File: src/rtl/regfile_wr_ctrl.sv
// regfile_wr_ctrl: write-port controller for the 32x32 MIPS register file.
// Two writeback requesters (A = ALU, B = load) are arbitrated round-robin onto
// a small in-order FIFO that drains one write per cycle through registered
// Awr/Din/WrEn outputs. Pend1/Pend2 flag decode hazards against queued and
// in-flight writes.
// Optional feature macro: REGFILE_CLEAR_EN -- after reset, zero R1..R31 with 31
// back-to-back writes before accepting requests (Busy high meanwhile).
//
// Handshake: a requester raises Req with Awr/Din and holds all three stable
// until it sees Ack high in a cycle; that cycle's values are taken at the next
// rising edge, and the requester may drop or change its request afterwards.
module regfile_wr_ctrl #(
    parameter int DEPTH = 4
) (
    input  logic        Clk,
    input  logic        Reset,
    input  logic        ReqA,
    input  logic [4:0]  AwrA,
    input  logic [31:0] DinA,
    output logic        AckA,
    input  logic        ReqB,
    input  logic [4:0]  AwrB,
    input  logic [31:0] DinB,
    output logic        AckB,
    input  logic [4:0]  Adr1,
    input  logic [4:0]  Adr2,
    output logic        Pend1,
    output logic        Pend2,
    output logic [4:0]  Awr,
    output logic [31:0] Din,
    output logic        WrEn,
    output logic        Full,
    output logic        Busy,
    output logic        state_dbg
);

    localparam int PW = $clog2(DEPTH);
    localparam int CW = PW + 1;

    typedef enum logic { S_CLEAR = 1'b0, S_RUN = 1'b1 } state_t;
    typedef enum logic { GRANT_A = 1'b0, GRANT_B = 1'b1 } grant_t;

    state_t          state;
    grant_t          last_grant;
    logic [CW-1:0]   count;
    logic [PW-1:0]   wr_ptr;
    logic [PW-1:0]   rd_ptr;
    logic [4:0]      mem_awr [DEPTH];
    logic [31:0]     mem_din [DEPTH];
    logic            eligible;
    logic            push;
    logic            pop;
    logic [4:0]      push_awr;
    logic [31:0]     push_din;

`ifdef REGFILE_CLEAR_EN
    state_t          state_next;
    logic [4:0]      clr_idx;

    // Sequencer state register: CLEAR after reset, RUN once R31 is issued.
    always_ff @(posedge Clk or posedge Reset) begin
        if (Reset) state <= S_CLEAR;
        else       state <= state_next;
    end

    // Next-state logic: leave CLEAR in the cycle that issues the R31 write.
    always_comb begin
        state_next = state;
        if (state == S_CLEAR && clr_idx == 5'd31) state_next = S_RUN;
    end

    // Clear address counter walks R1..R31 while in CLEAR.
    always_ff @(posedge Clk or posedge Reset) begin
        if (Reset)                 clr_idx <= 5'd1;
        else if (state == S_CLEAR) clr_idx <= clr_idx + 5'd1;
    end

    assign Busy = (state == S_CLEAR);
`else
    assign state = S_RUN;
    assign Busy  = 1'b0;
`endif

    assign state_dbg = state;
    assign Full      = (count == CW'(DEPTH));
    assign pop       = (count != '0);

    // Requests are only taken in RUN with room in the FIFO; a same-cycle pop
    // does not count as room. Reset forces both acks low.
    assign eligible  = (state == S_RUN) && !Full && !Reset;

    // Round-robin arbitration: on a tie the requester not granted last wins.
    always_comb begin
        AckA = 1'b0;
        AckB = 1'b0;
        if (eligible) begin
            if (ReqA && ReqB) begin
                if (last_grant == GRANT_B) AckA = 1'b1;
                else                       AckB = 1'b1;
            end else if (ReqA) begin
                AckA = 1'b1;
            end else if (ReqB) begin
                AckB = 1'b1;
            end
        end
    end

    assign push_awr = AckA ? AwrA : AwrB;
    assign push_din = AckA ? DinA : DinB;
    // Writes to R0 are acked but dropped so R0 is never written.
    assign push     = (AckA || AckB) && (push_awr != 5'd0);

    // Remember who won last, including R0 grants.
    always_ff @(posedge Clk or posedge Reset) begin
        if (Reset)     last_grant <= GRANT_B;
        else if (AckA) last_grant <= GRANT_A;
        else if (AckB) last_grant <= GRANT_B;
    end

    // FIFO storage; contents need no reset because validity comes from count.
    always_ff @(posedge Clk) begin
        if (push) begin
            mem_awr[wr_ptr] <= push_awr;
            mem_din[wr_ptr] <= push_din;
        end
    end

    // FIFO pointers and occupancy count.
    always_ff @(posedge Clk or posedge Reset) begin
        if (Reset) begin
            wr_ptr <= '0;
            rd_ptr <= '0;
            count  <= '0;
        end else begin
            if (push) wr_ptr <= wr_ptr + PW'(1);
            if (pop)  rd_ptr <= rd_ptr + PW'(1);
            case ({push, pop})
                2'b10:   count <= count + CW'(1);
                2'b01:   count <= count - CW'(1);
                default: count <= count;
            endcase
        end
    end

    // Registered write port: clear writes, then one FIFO pop per cycle.
    always_ff @(posedge Clk or posedge Reset) begin
        if (Reset) begin
            Awr  <= 5'd0;
            Din  <= 32'd0;
            WrEn <= 1'b0;
        end else begin
`ifdef REGFILE_CLEAR_EN
            if (state == S_CLEAR) begin
                Awr  <= clr_idx;
                Din  <= 32'd0;
                WrEn <= 1'b1;
            end else
`endif
            if (pop) begin
                Awr  <= mem_awr[rd_ptr];
                Din  <= mem_din[rd_ptr];
                WrEn <= 1'b1;
            end else begin
                WrEn <= 1'b0;
            end
        end
    end

    // Hazard flags: match against every valid FIFO entry and the in-flight write.
    always_comb begin
        logic [PW-1:0] off;
        Pend1 = 1'b0;
        Pend2 = 1'b0;
        for (int i = 0; i < DEPTH; i++) begin
            off = PW'(i) - rd_ptr;
            if (CW'(off) < count) begin
                if (mem_awr[i] == Adr1) Pend1 = 1'b1;
                if (mem_awr[i] == Adr2) Pend2 = 1'b1;
            end
        end
        if (WrEn && Awr == Adr1) Pend1 = 1'b1;
        if (WrEn && Awr == Adr2) Pend2 = 1'b1;
        if (Adr1 == 5'd0) Pend1 = 1'b0;
        if (Adr2 == 5'd0) Pend2 = 1'b0;
    end

endmodule

File: config.mk
export PLATFORM = sky130hd
export DESIGN_NAME = regfile_wr_ctrl
export DESIGN_NICKNAME = d
export VERILOG_FILES = /design/src/rtl/regfile_wr_ctrl.sv
export SDC_FILE = /design/constraint.sdc
export NUM_CORES = 1
export LEC_CHECK = 0
export ABC_AREA = 1
export BUFFER_PORTS_ARGS = -buffer_cell sky130_fd_sc_hd__buf_2
export CAP_MARGIN = 0
export CELL_PAD_IN_SITES_DETAIL_PLACEMENT = 1
export CELL_PAD_IN_SITES_GLOBAL_PLACEMENT = 1
export CORE_MARGIN = 4
export CORE_UTILIZATION = 50
export CTS_BUF_LIST = sky130_fd_sc_hd__clkbuf_4 sky130_fd_sc_hd__clkbuf_8
export DETAILED_ROUTE_END_ITERATION = 16
export PLACE_DENSITY_LB_ADDON = 0.1
export SYNTH_ARGS = -nofsm -noshare
export SYNTH_HDL_FRONTEND = slang
export SYNTH_SLANG_ARGS = --single-unit
File: constraint.sdc
create_clock -name Clk -period 6.26 [get_ports Clk]
set_input_delay 0.626 -clock Clk [delete_from_list [all_inputs] [get_ports Clk]]
set_output_delay 0.626 -clock Clk [all_outputs]
set_load 0.01 [all_outputs]
== Word-level counts from Yosys, hierarchy flattened ==
Memories as Yosys holds them, arrays and structs flattened. A register that Yosys moved wholly into a read port is not among the register bits.
Cells that the tools add are included.

* Register bits: 9
* Memory bits (writable): 148
* Output and inout port bits: 45
* Word-level logic and storage cells: 83
* Memories: 2

{| class="wikitable"
|+ Memories
! name !! words !! bits a word !! read ports !! clocked after memory_dff !! write ports !! line !! text
|-
| mem_din || 4 || 32 || 1 || 1 || 1 || 49 || <nowiki>logic [31:0] mem_din [DEPTH];</nowiki>
|-
| mem_awr || 4 || 5 || 5 || 1 || 1 || 48 || <nowiki>logic [4:0] mem_awr [DEPTH];</nowiki>
|}

* Add/subtract/negate cells: 8
* Magnitude comparators: 4
* Eq/ne operators: 13
* Muxes and demuxes: 37
* Reductions and logical operators: 14

{| class="wikitable"
|+ Operators by type and width
! operator !! count
|-
| 5-bit equality test || 10
|-
| 1-bit 2-to-1 mux || 34
|-
| 32-bit 2-to-1 mux || 1
|-
| 2-bit by 3-bit < comparator with 1-bit output || 4
|-
| 5-bit zero test || 2
|-
| 3-bit one-hot mux with 2 select lines || 1
|-
| 1-bit logical AND || 5
|-
| 5-bit 2-to-1 mux || 1
|-
| 5-bit nonzero test || 1
|-
| 2-bit by 1-bit adder with 2-bit output (second input constant) || 2
|-
| 2-bit nonzero test || 2
|-
| 1-bit by 2-bit subtractor with 2-bit output (first input constant) || 2
|-
| 2-bit subtractor (first input constant) || 2
|-
| 3-bit by 1-bit adder with 3-bit output (second input constant) || 1
|-
| 3-bit equality test (second input constant) || 1
|-
| 3-bit nonzero test || 1
|-
| 3-bit by 1-bit subtractor with 3-bit output (second input constant) || 1
|-
| 2-bit by 1-bit equality test with 1-bit output (second input constant) || 1
|-
| 2-bit equality test (second input constant) || 1
|-
| 1-bit zero test || 2
|-
| 1-bit logical OR || 1
|}

== Longest topological paths before layout ==
An unclocked memory read counts as a cell.

* Depth after elaboration: 12
* Depth in mapped cells: 15

== Worst setup path before layout ==
No wires, ideal clock.

* Path kind: input to register
* From: input Reset
* To: memory mem_awr[0][0] (enable)
* Data arrival time: 4.046 ns
* Slack: 1.783 ns
* Stages: 6
* Path buffers: 0
* Path through: inv_1 nand3_1 a21oi_1 nor2_1 o21bai_4 nor2_1

* Elaborated cells between the ends (all ways): 10
* Classes of those cells: mux (5); reduce/logical (5)

{| class="wikitable"
|+ RTL lines
! item !! line !! text
|-
| start: declaration || 16 || <nowiki>input logic Reset,</nowiki>
|-
| 1-bit zero test (no source line) || - ||
|-
| 1-bit logical AND || 90 || <nowiki>assign eligible = (state == S_RUN) && !Full && !Reset;</nowiki>
|-
| 1-bit 2-to-1 mux || 96 || <nowiki>if (eligible) begin</nowiki>
|-
| net AckB || 24 || <nowiki>output logic AckB,</nowiki>
|-
| 1-bit logical OR || 111 || <nowiki>assign push = (AckA || AckB) && (push_awr != 5'd0);</nowiki>
|-
| 1-bit logical AND || 111 ||
|-
| 1-bit 2-to-1 mux || 122 || <nowiki>if (push) begin</nowiki>
|-
| 1-bit 2-to-1 mux (not written as such) || 123 || <nowiki>mem_awr[wr_ptr] <= push_awr;</nowiki>
|-
| end: declaration || 48 ||
|}

The timed path passes the listed nets, and every way through them passes these cells.

== Worst setup path in the final report ==
* From: register rd_ptr[0]
* To: output Pend1

* Cells in the longest elaborated chain, start to end: 11
* Elaborated cells between the ends (all ways): 17
* Classes of those cells: add/sub (4); order compare (4); mux (9)

{| class="wikitable"
|+ RTL lines
! item !! line !! text
|-
| start: declaration || 47 || <nowiki>logic [PW-1:0] rd_ptr;</nowiki>
|-
| start signal: assignment || 136 || <nowiki>if (pop) rd_ptr <= rd_ptr + PW'(1);</nowiki>
|-
| 1-bit by 2-bit subtractor with 2-bit output || 175 || <nowiki>off = PW'(i) - rd_ptr;</nowiki>
|-
| 2-bit by 3-bit < comparator with 1-bit output || 176 || <nowiki>if (CW'(off) < count) begin</nowiki>
|-
| 1-bit 2-to-1 mux || 176 ||
|-
| 1-bit 2-to-1 mux || 177 || <nowiki>if (mem_awr[i] == Adr1) Pend1 = 1'b1;</nowiki>
|-
| 1-bit 2-to-1 mux || 176 ||
|-
| 1-bit 2-to-1 mux || 177 ||
|-
| 1-bit 2-to-1 mux || 176 ||
|-
| 1-bit 2-to-1 mux || 177 ||
|-
| 1-bit 2-to-1 mux * || 176 ||
|-
| 1-bit 2-to-1 mux * || 181 || <nowiki>if (WrEn && Awr == Adr1) Pend1 = 1'b1;</nowiki>
|-
| 1-bit 2-to-1 mux * || 183 || <nowiki>if (Adr1 == 5'd0) Pend1 = 1'b0;</nowiki>
|-
| end: declaration || 27 || <nowiki>output logic Pend1,</nowiki>
|}

Every way passes the cells marked *; elsewhere a longest branch is shown, timed or not.

==> flow_metrics.py <==
metrics = {
    "global_route": {
        "grt-ovfl-total": 0,
        "grt_start_max_net_pins": 79,
        "first_global_vias": 6328,
        "antenna_violations_before_repair": 0,
        "grt_first_pass_wirelength_um": 33300,
        "grt_usage": 0.235,
    },
    "status": {
        "result_of_the_run": "finished clean",
    },
    "cts": {
        "cts-hold-fix-buffers": 0,
        "tritoncts_buffer_count": 17,
        "cts-resized-gates": 0,
        "cts_htree_levels": 4,
        "clockBufferDepth": 2,
        "cts_tree": "done",
        "clkTransAtPathRegs_ps": 110,
        "cts_post_setup_buffers_inserted": 0,
        "cts_root_buffer": "sky130_fd_sc_hd__clkbuf_8",
        "clk_latency_ps": 470,
        "clkSinkCount": 194,
    },
    "synth": {
        "synthTopCellsByArea": "sky130_fd_sc_hd__edfxtp_1 (53%), sky130_fd_sc_hd__dfrtp_1 (13%), sky130_fd_sc_hd__nand2_1 (8.7%)",
        "synth.net_count": 828,
        "yosys_warnings": 0,
        "yosys_register_bits": 194,
        "synth.largest_area_cell": "sky130_fd_sc_hd__edfxtp_1",
        "syn-instance-count": 730,
        "synth_cell_types": 36,
        "postSynthAreaPerCell_um2": 11.5,
        "area_of_the_mapped_netlist_um2": 8410,
        "netlist.area_leader.share": 0.528,
        "synth_seq_area_share": 0.665,
    },
    "hold_path": {
        "hold_class": "input port to asynchronous set/reset pin",
    },
    "timing": {
        "fin_skew_ps": 20.6,
        "finish_stage_setup_viols": 0,
        "grt_setup_unrepaired": "false",
        "worstMarginPinSlew_ps": 1270,
        "post-route-min-period_ps": 3950,
        "worst_hold_slack_ps": 361,
        "slew_violations": 0,
        "slew_headroom": 0.153,
        "fmaxAchievable_mhz": 253,
        "final_period_utilization": 0.630,
        "fin_tns_setup_ps": 0,
        "finalHoldViolCount": 0,
    },
    "pwr": {
        "power_density_nw_per_um2": 450,
        "power.clock.fraction": 0.188,
        "netSwitchingPower_mw": 1.66,
        "power.share.combinational": 0.352,
        "irDropWorstVdd_uv": 269,
        "p_int_mw": 2.69,
        "power.static_leakage_nw": 3.90,
        "power_frac_seq": 0.460,
        "p_sw_frac": 0.381,
    },
    "routing": {
        "detail_route.wirelength_um": 21500,
        "detailroute.wirelength.met3_um": 938,
        "drt_drc_violations_left": 0,
        "antenna_violating_nets_post_route": 0,
        "top_layer": "met4",
        "detailroute.via_count": 5889,
        "wl_met1_um": 9020,
        "drt_first_iter_violations": 322,
        "routed-wl-met2_um": 11100,
        "firstDrtPassIters": 5,
        "drt-vias-per-instance": 5.48,
        "route.detailed.wl_per_inst_um": 20.0,
    },
    "critical_path": {
        "timing.reg2reg.worst_path_depth": 8,
        "reg2reg_from": "last_grant",
        "worst_setup_path_end_kind": "primary output",
        "criticalPathCategory": "flip-flop to primary output",
        "kind_of_start_point_of_the_critical_path": "flip-flop",
        "regToRegEndpoint": "mem_din[2][10]",
        "critical_path_arrival_ps": 3320,
        "critPathLaunch": "rd_ptr[0]",
        "rrSetupSlack_ps": 2720,
        "worstPathRequired_ps": 5630,
        "crit_end": "Pend1",
        "timing.critical_path.fanout_max": 38,
    },
    "layout": {
        "stdcell_area_um2": 9640,
        "drive_above_1_share": 0.213,
        "fin_util": 0.583,
        "final.fill_count": 1789,
        "insertedDiodeCount": 0,
        "flow.area_growth_from_synthesis_pct": 14.6,
        "register_area_um2": 5600,
        "layout_commonest_cell": "sky130_fd_sc_hd__nand2_1",
        "multi_input_comb_area_um2": 2530,
        "layout_common_cells": "sky130_fd_sc_hd__nand2_1 (194), sky130_fd_sc_hd__edfxtp_1 (148), sky130_fd_sc_hd__buf_2 (130), sky130_fd_sc_hd__nor2_1 (58), sky130_fd_sc_hd__dfrtp_1 (45)",
        "nets": 939,
    },
    "floorplanning": {
        "start_util": 0.509,
        "floorplan.die.width_um": 138,
        "placementRows": 47,
        "total_i_o_pin_count": 133,
        "dieArea_um2": 19000,
        "coreArea_um2": 16500,
        "die-height_um": 138,
    },
    "run": {
        "cap_viol_max_count": 0,
    },
    "place": {
        "placedInstanceArea_um2": 9240,
        "dp_wirelength_um": 13900,
        "portBuffers": 130,
        "global_placement_routability_congestion": 0.798,
    },
}
worst min-delay path by stage:
stage                         start        end  cells after the start
after floorplan           wr_ptr[1]  wr_ptr[1]                      2
after global placement     count[1]   count[1]                      2
after detailed placement   count[1]   count[1]                      2
after CTS                     Reset     Din[2]                      3
after global routing          Reset     Din[2]                      3
final                         Reset     Din[2]                      3
final cells by class:
cell class	count	area share
flip-flops and latches	194	0.580
clock inverters	11	0.0135
inverters	42	0.0164
clock buffers	21	0.0280
repair buffers	134	0.0706
well taps	220	0.0285
multi-input cells	452	0.263
flip-flops by register name (all words and copies together), names as in the netlist:
register	cells
mem_din	128
Din	32
mem_awr	20
Awr	5
count	3
rd_ptr	2
wr_ptr	2
WrEn	1
last_grant	1
stage by stage:
stage          setup slack (ps)  power [mW]  instances
2_1_floorplan              1780        2.96        730
3_3_place_gp               1970        3.47       1042
3_5_place_dp               1860        3.58       1042
4_1_cts                    2260        4.39       1074
5_1_grt                    2070        4.63       1074
6_report                   2310        4.34       1074
synth_stat cells:
master                     count
sky130_fd_sc_hd__nand2_1     195
sky130_fd_sc_hd__edfxtp_1    148
sky130_fd_sc_hd__nor2_1       63
sky130_fd_sc_hd__dfrtp_1      45
sky130_fd_sc_hd__a22oi_1      42
sky130_fd_sc_hd__inv_1        41
sky130_fd_sc_hd__clkbuf_1     28
sky130_fd_sc_hd__xor2_1       27
sky130_fd_sc_hd__a41oi_1      24
sky130_fd_sc_hd__xnor2_1      20
sky130_fd_sc_hd__nand4_1      14
sky130_fd_sc_hd__o21ai_0      13
sky130_fd_sc_hd__a31oi_1      10
sky130_fd_sc_hd__ha_1          9
sky130_fd_sc_hd__nand3_1       8
sky130_fd_sc_hd__a21oi_1       6
sky130_fd_sc_hd__buf_1         6
sky130_fd_sc_hd__buf_2         5
sky130_fd_sc_hd__nor2_2        3
sky130_fd_sc_hd__o22ai_1       3
sky130_fd_sc_hd__a21boi_0      2
sky130_fd_sc_hd__buf_4         2
sky130_fd_sc_hd__conb_1        2
sky130_fd_sc_hd__nor3_1        2
sky130_fd_sc_hd__and3_1        1
sky130_fd_sc_hd__buf_6         1
sky130_fd_sc_hd__clkinv_1      1
sky130_fd_sc_hd__dfstp_2       1
sky130_fd_sc_hd__fa_1          1
sky130_fd_sc_hd__nand2_4       1
sky130_fd_sc_hd__nand3_2       1
sky130_fd_sc_hd__nand3_4       1
sky130_fd_sc_hd__nor3b_1       1
sky130_fd_sc_hd__o21ai_2       1
sky130_fd_sc_hd__o21bai_4      1
sky130_fd_sc_hd__o31ai_1       1
power groups by stage:
| stage | clock network (mW) | logic, mW | registers, mW |
|---|---|---|---|
| finish | 0.818 | 1.53 | 2.00 |
| global route | 0.894 | 1.71 | 2.03 |
| CTS | 0.832 | 1.55 | 2.00 |
| detailed placement | 0 | 1.55 | 2.03 |
| global placement | 0 | 1.47 | 2.00 |
| floorplan | 0 | 0.934 | 2.02 |
critical path: stages, from the launching register on:
cell	delay, ps
sky130_fd_sc_hd__dfrtp_1	520
sky130_fd_sc_hd__nor2_4	840
sky130_fd_sc_hd__nor2_1	200
sky130_fd_sc_hd__inv_1	120
sky130_fd_sc_hd__ha_1	220
sky130_fd_sc_hd__a21boi_0	120
sky130_fd_sc_hd__o21ai_0	290
sky130_fd_sc_hd__nand4_1	130
sky130_fd_sc_hd__nand3_1	130
sky130_fd_sc_hd__nor2_1	50
sky130_fd_sc_hd__nor2_1	90
sky130_fd_sc_hd__buf_2	140
logic make-up after synthesis:
family | synth area share
AOI/OAI and AO/OA | 0.0894
xor gates and xnor gates | 0.0489
adders and majority gates | 0.0158
buffers and inverters | 0.0400
DFF | 0.665
other | 0.000893
and+or+nand+nor | 0.140
per-layer routing:
layer | vias up | global-route usage
met2 | 166 | 0.418
met3 | 27 | 0.0354
met1 | 2944 | 0.293
met5 | - | 0
met4 | 0 | 0.0796
li1 | 2752 | -
No activity file was read; power rests on OpenSTA's default activity.
